## src/rtl/mem_port_arbiter.sv

```systemverilog
// -----------------------------------------------------------------------------
// mem_port_arbiter
//   Shares one memory port between an instruction-fetch requester (read only)
//   and a data requester (read or write). Round-robin arbitration on a
//   last-owner flag. A read holds the address for READ_WAIT cycles and then
//   captures memory data. A write pulses the strobe for one cycle. Each
//   transaction ends with a one-cycle done pulse to its owner.
//
// Ports
//   clk, rst          clock, asynchronous active-high reset
//   i_if_req/addr     fetch request (held until o_if_done) and byte address
//   i_d_req/we/addr/wdata  data request (held until o_d_done), write flag,
//                     byte address and write value
//   i_mem_rdata       memory read data
//   o_mem_addr/wr/wdata    registered memory address, write strobe and data
//   o_if_gnt/o_d_gnt  owner of the memory port (ACCESS and DONE)
//   o_if_done/o_d_done     one-cycle completion pulses
//   o_rdata           last captured read data
//   o_busy            high whenever the FSM is not idle
// -----------------------------------------------------------------------------
module mem_port_arbiter #(
  parameter int READ_WAIT = 3
) (
  input  logic        clk,
  input  logic        rst,
  input  logic        i_if_req,
  input  logic [31:0] i_if_addr,
  input  logic        i_d_req,
  input  logic        i_d_we,
  input  logic [31:0] i_d_addr,
  input  logic [31:0] i_d_wdata,
  input  logic [31:0] i_mem_rdata,
  output logic [31:0] o_mem_addr,
  output logic        o_mem_wr,
  output logic [31:0] o_mem_wdata,
  output logic        o_if_gnt,
  output logic        o_d_gnt,
  output logic        o_if_done,
  output logic        o_d_done,
  output logic [31:0] o_rdata,
  output logic        o_busy
);

  typedef enum logic [1:0] {
    S_IDLE   = 2'd0,
    S_ACCESS = 2'd1,
    S_DONE   = 2'd2
  } state_t;

  // Counter value loaded for a read: ACCESS lasts until it reaches zero.
  localparam logic [2:0] C_READ_LOAD = 3'(READ_WAIT - 1);

  state_t      r_state;
  logic        r_owner_d;   // 1: data owns the current transaction
  logic        r_last_d;    // 1: most recent grant went to data
  logic        r_we;        // current transaction is a write
  logic [2:0]  r_cnt;       // remaining ACCESS cycles minus one

  logic        w_any_req;
  logic        w_pick_d;
  logic        w_pick_we;

  // On a tie the requester not granted last wins; a lone request always wins.
  assign w_any_req = i_if_req | i_d_req;
  assign w_pick_d  = i_d_req & (~i_if_req | ~r_last_d);
  // Fetch is always a read, so d_we only counts when data wins.
  assign w_pick_we = w_pick_d & i_d_we;

  // Arbitration FSM with all memory-side and requester-side outputs registered.
  always_ff @(posedge clk or posedge rst) begin
    if (rst) begin
      r_state     <= S_IDLE;
      r_owner_d   <= 1'b0;
      r_last_d    <= 1'b1;   // fetch wins the first tie after reset
      r_we        <= 1'b0;
      r_cnt       <= 3'd0;
      o_mem_addr  <= 32'd0;
      o_mem_wr    <= 1'b0;
      o_mem_wdata <= 32'd0;
      o_if_gnt    <= 1'b0;
      o_d_gnt     <= 1'b0;
      o_if_done   <= 1'b0;
      o_d_done    <= 1'b0;
      o_rdata     <= 32'd0;
      o_busy      <= 1'b0;
    end else begin
      case (r_state)
        S_IDLE: begin
          if (w_any_req) begin
            r_owner_d  <= w_pick_d;
            r_last_d   <= w_pick_d;
            r_we       <= w_pick_we;
            o_mem_addr <= w_pick_d ? i_d_addr : i_if_addr;
            if (w_pick_d) begin
              o_mem_wdata <= i_d_wdata;
            end
            o_mem_wr   <= w_pick_we;
            // A write needs a single ACCESS cycle.
            r_cnt      <= w_pick_we ? 3'd0 : C_READ_LOAD;
            o_if_gnt   <= ~w_pick_d;
            o_d_gnt    <= w_pick_d;
            o_busy     <= 1'b1;
            r_state    <= S_ACCESS;
          end
        end

        S_ACCESS: begin
          if (r_cnt == 3'd0) begin
            // Last ACCESS edge: capture read data, drop strobe, signal done.
            if (!r_we) begin
              o_rdata <= i_mem_rdata;
            end
            o_mem_wr  <= 1'b0;
            o_if_done <= ~r_owner_d;
            o_d_done  <= r_owner_d;
            r_state   <= S_DONE;
          end else begin
            r_cnt <= r_cnt - 3'd1;
          end
        end

        S_DONE: begin
          o_if_done <= 1'b0;
          o_d_done  <= 1'b0;
          o_if_gnt  <= 1'b0;
          o_d_gnt   <= 1'b0;
          o_busy    <= 1'b0;
          r_state   <= S_IDLE;
        end

        default: begin
          o_mem_wr  <= 1'b0;
          o_if_done <= 1'b0;
          o_d_done  <= 1'b0;
          o_if_gnt  <= 1'b0;
          o_d_gnt   <= 1'b0;
          o_busy    <= 1'b0;
          r_state   <= S_IDLE;
        end
      endcase
    end
  end

endmodule

```

## config.mk

```make
export PLATFORM = sky130hd
export DESIGN_NAME = mem_port_arbiter
export DESIGN_NICKNAME = d
export VERILOG_FILES = /design/src/rtl/mem_port_arbiter.sv
export SDC_FILE = /design/constraint.sdc
export NUM_CORES = 1
export LEC_CHECK = 0
export ABC_AREA = 1
export CORE_MARGIN = 5
export CORE_UTILIZATION = 42
export CTS_CLUSTER_DIAMETER = 50
export DETAILED_ROUTE_END_ITERATION = 10
export PLACE_DENSITY = 0.81
export SLEW_MARGIN = 10
export SYNTH_ARGS = -nofsm -noshare
export SYNTH_HDL_FRONTEND = slang
export SYNTH_SLANG_ARGS = --single-unit
```

## constraint.sdc

```tcl
create_clock -name clk -period 3.9 [get_ports clk]
set_input_delay 0.39 -clock clk [delete_from_list [all_inputs] [get_ports clk]]
set_output_delay 0.39 -clock clk [all_outputs]
set_load 0.01 [all_outputs]
```

; Yosys cells after proc, flatten, opt, wreduce, memory -nomap -nowiden
; Cells that the tools add are included.
[classes]
add_sub_neg = 1
multipliers = 0
div_mod_pow = 0
bitwise = 12
mux = 21
shift = 0
n_reduce_logical = 11
n_lt_le_gt_ge = 0
eq_ne = 5
[op_table]
columns = operator, n
row1 = $mux 32, 1
row2 = $reduce_and 3->1, 4
row3 = $pmux 1 s2, 5
row4 = $not 1->1, 8
row5 = $reduce_and 2->1, 4
row6 = $mux 1, 7
row7 = $mux 2, 3
row8 = $mux 3, 2
row9 = $ne 2x2->1 const B, 3
row10 = $pmux 3 s2, 1
row11 = $pmux 2 s2, 1
row12 = $logic_not 3->1, 1
row13 = $pmux 1 s3, 1
row14 = $sub 3x1->3 const B, 1
row15 = $and 1x1->1, 2
row16 = $eq 2x1->1 const B, 1
row17 = $eq 2x2->1 const B, 1
row18 = $logic_not 2->1, 1
row19 = $or 1x1->1, 2
row20 = $reduce_bool 2->1, 1
[word_totals]
in_bits = 133
elab_cells = 64
latch_bits = 0
mem_bits_rw = 0
memories = 0
mem_bits_ro = 0
reg_bits = 110

; Longest topological paths before layout
[logic_depth]
depth_word = 7
depth_mapped = 8

; Least setup slack after synthesis
; No wires, ideal clock.
[synth_timing]
path_kind = register to register
startpoint = register r_cnt[0]
endpoint = register o_rdata[10]
period_less_slack_ps = 1377
slack_ps = 2523
required_ps = 3783
path_buffers = 1
setup_ps = 117
t_arrival_ps = 1260
stages_incl_launch_ff = 9
path_cell_list = dfrtp_1 inv_1 ha_1 inv_1 nor2_2 nand3_4 buf_6 nand2_2 o21ai_2
[synth_via]
elab_chain_cells = 2
[synth_lines]
columns = item, line_no
row1 = from (decl), 57  ; logic [2:0] r_cnt;
row2 = from (signal assigned), 99  ; r_cnt <= w_pick_we ? 3'd0 : C_READ_LOAD;
row3 = from (signal assigned), 118  ; r_cnt <= r_cnt - 3'd1;
row4 = $logic_not 3->1, 108  ; if (r_cnt == 3'd0) begin
row5 = $reduce_and 3->1 (no line), n/a
row6 = to (signal assigned), 111  ; o_rdata <= i_mem_rdata;
row7 = to (decl), 40  ; output logic [31:0] o_rdata,
; No other way between the ends.
; A chain may end at the register's enable or synchronous reset.

; Worst setup path in the final report
[layout_timing]
startpoint = register r_cnt[0]
endpoint = register o_rdata[30]
; Same word-level chain as after synthesis.

==> out/metrics.yaml <==
outcome:
  run_status: "finished, final reports clean"
drt:
  vias: 4593
  final_antenna_net_count: 0
  drt-vias-per-instance: 4.78
  drt_first_pass_iters: 5
  drt_iter0_markers: 313
  routedWlPerCell_um: 14.8
  drc: 0
  totalWireLength_mm: 14.2
hold_path:
  min_path_type: "flop to flop"
logic_synthesis:
  synthCells: 589
  netlist_top_cells_area: "dfrtp_1 (54%), nand2_1 (14%), o21ai_2 (5.9%)"
  synthFlopType: "dfrtp_1"
  synthArstFlopShare_pct: 100
  ys_seq_area_share_pct: 54.3
  synth.most_common_cell: "nand2_1"
  synth_commonest_cells: "nand2_1 (190), dfrtp_1 (109), inv_1 (71)"
  synth_compound_area_share_pct: 9.43
  yosysUniqueCellTypes: 24
  synthSimpleGateAreaFrac_pct: 26.0
  synth-edff-count: 0
  synth_area_per_cell_um2: 8.61
  synthMuxAreaShare_pct: 0
  ys_ff_latch: 110
  synth_top_family_by_area: "simple AND/OR/NAND/NOR gates"
  synthXorXnorAreaFrac_pct: 0.173
  syn_nets: 724
  yosys_warnings: 0
  synth_top_area_share_pct: 53.8
  synth_fa_ha_area_share_pct: 0.494
  syn_area_mm2: 0.00507
  synth_area_leader_cell: "dfrtp_1"
global_route:
  grt_pass1_vias: 4649
  gr-total-overflow: 0
  grt_pass1_wl_mm: 22.9
  grt_start_max_net_pins: 94
  antenna_found_initial: 0
  grt_usage_pct: 19.7
clock_network:
  clk_latency_ns: 0.34
  cts_buffer_depth: 2
  cts_tree: "built"
  cts_resized: 0
  clk_pin_slew_ns: 0.07
  htree_levels: 3
  cts_sinks: 110
  post_cts_buffers: 0
  numCtsBuffers: 9
  clock-root-buffer: "clkbuf_16"
  holdBufCountCts: 0
power:
  p_seq_share_pct: 34.4
  switching_share_pct: 38.0
  power_density_mw_per_mm2: 771
  p_leak_nw: 3.76
  pwr-share-clk_pct: 15.8
  combPwrFrac_pct: 49.8
  ir_drop_mv: 0.392
  p_int_mw: 3.69
  switching_power_mw: 2.27
setup_path:
  reg2reg_to: "o_rdata[30]"
  startpoint: "r_cnt[0]"
  start_kind: "flop"
  reg2reg_depth: 7
  r2r-start: "r_cnt[0]"
  crit_fanout: 64
  cp-end-kind: "flop"
  required_ns: 4.10
  cp-endpoint: "o_rdata[30]"
  crit_arrival_ns: 2.41
  r2r_slack_ns: 1.69
  path_class: "flop to flop"
timing:
  period_share_pct: 56.7
  fin_crit_ns: 2.21
  max_slew_margin_pct: 32.1
  finalMaxSlewViolations: 0
  hold_viol: 0
  max_freq_mhz: 452
  skew_ns: 0.0103
  rsz0062_at_grt: "no"
  max_slew.worst_pin.slew_ns: 1.02
  setup_tns_ns: 0
  finalSetupViolCount: 0
final_layout:
  n_antenna_cell: 0
  fin_cells: 961
  drive_above_1_share_pct: 12.8
  nFillCells: 999
  syn_to_final_growth_pct: 52.5
  layout.nets: 944
placed_design:
  port_buffers: 234
  gp_congestion: 0.882
  dp_hpwl_mm: 10.5
  dp.cells: 945
floorplan:
  coreArea_mm2: 0.0119
  die_area_mm2: 0.0144
  fp-row-count: 40
  start_util_pct: 42.6
  die_h_um: 120
  io_pins: 235
  die_w_um: 120
job:
  max_cap_viol_count: 0
[worst max-delay path, stage by stage (launching register included)]
cell and delay, ns:
dfrtp_1 0.36, inv_1 0.11, ha_1 0.16, inv_1 0.05
nor2_2 0.21, nand3_4 0.78, nand2_1 0.31, o21ai_2 0.07
[through the flow]
step | worst slack [ns] | instance area [µm²] | power (mW) | hold slack (ns) | utilization [%]
2_1_floorplan | 0.609 | 5070 | 3.66 | 0.436 | -
3_3_place_gp | 1.60 | 7420 | 4.97 | 0.454 | 62.3
3_5_place_dp | 1.48 | 7420 | 5.07 | 0.457 | 62.3
4_1_cts | 1.64 | 7730 | 6.03 | 0.469 | 64.9
5_1_grt | 1.44 | 7730 | 6.39 | 0.477 | 64.9
6_report | 1.69 | 7730 | 5.96 | 0.469 | 64.9
[cells by family (layout without fill, tap and decap cells)]
family,count (synthesis),in the layout
xor+xnor,1,1
fa+ha+maj,2,2
compound gates,70,70
flops,110,110
buf+inv,103,328
simple gates,303,303
[final cells by class]
cell class | instances | area, µm² | area share (%)
clock inverter | 6 | 67.6 | 0.874
clock buffer | 10 | 239 | 3.09
sequential | 110 | 2750 | 35.6
multi-input combinational | 376 | 1830 | 23.7
tap | 147 | 184 | 2.38
inverter | 75 | 289 | 3.74
timing repair buffer | 237 | 2360 | 30.6
[sequential cells by signal (all words and copies together) (netlist names)]
register	flops
o_busy	1
o_d_done	1
o_d_gnt	1
o_if_done	1
o_if_gnt	1
o_mem_addr	32
o_mem_wdata	32
o_mem_wr	1
o_rdata	32
r_cnt	3
r_last_d	1
r_owner_d	1
r_state	2
r_we	1
[placed cells by master (no fill, tap or decap)]
| cell | synthesis | layout |
|---|---|---|
| nand2_2 | 40 | 40 |
| o21ai_0 | 8 | 8 |
| nand3_4 | 1 | 1 |
| buf_4 | 3 | 3 |
| inv_4 | 1 | 1 |
| clkinvlp_4 | 0 | 1 |
| nor2_1 | 33 | 33 |
| nor2_2 | 1 | 1 |
| clkdlybuf4s50_1 | 0 | 234 |
| nor2_4 | 2 | 2 |
| inv_8 | 0 | 1 |
| clkbuf_16 | 0 | 9 |
| o21ai_1 | 27 | 27 |
| nand2_1 | 190 | 190 |
| dfstp_2 | 1 | 1 |
| nand3_1 | 35 | 35 |
| inv_6 | 0 | 2 |
| bufinv_16 | 0 | 1 |
| inv_1 | 71 | 70 |
| ha_1 | 2 | 2 |
| a21oi_1 | 1 | 1 |
| xnor2_1 | 1 | 1 |
| clkbuf_8 | 0 | 1 |
| dfrtp_1 | 109 | 109 |
| clkinv_2 | 0 | 2 |
| nand2_4 | 1 | 1 |
| inv_2 | 3 | 3 |
| o21ai_2 | 34 | 34 |
[power by group through the flow]
stage          Combinational, mW  Sequential [mW]  Clock (mW)
5_1_grt                     3.26             2.12        1.02
3_3_place_gp                2.93             2.04           0
2_1_floorplan               1.40             2.26           0
6_report                    2.97             2.05       0.941
4_1_cts                     3.01             2.05       0.968
3_5_place_dp                3.01             2.06           0
[routing by layer]
metal	vias to the layer above	routed length, µm	global-route usage (%)
met1	2141	5870	24.5
met2	189	6940	33.4
met5	-	0	0
met3	29	981	4.48
li1	2234	-	-
met4	0	412	7.87
[worst min path at each step]
stage / from / end / depth (start not counted)
floorplan: r_owner_d / o_if_done / 1
global placement: o_mem_wdata[3] / o_mem_wdata[3] / 2
detailed placement: r_last_d / r_last_d / 2
CTS: r_last_d / r_last_d / 2
global route: r_last_d / r_last_d / 2
finish: r_last_d / r_last_d / 2
Note: power is estimated with default switching activity, not from simulation.
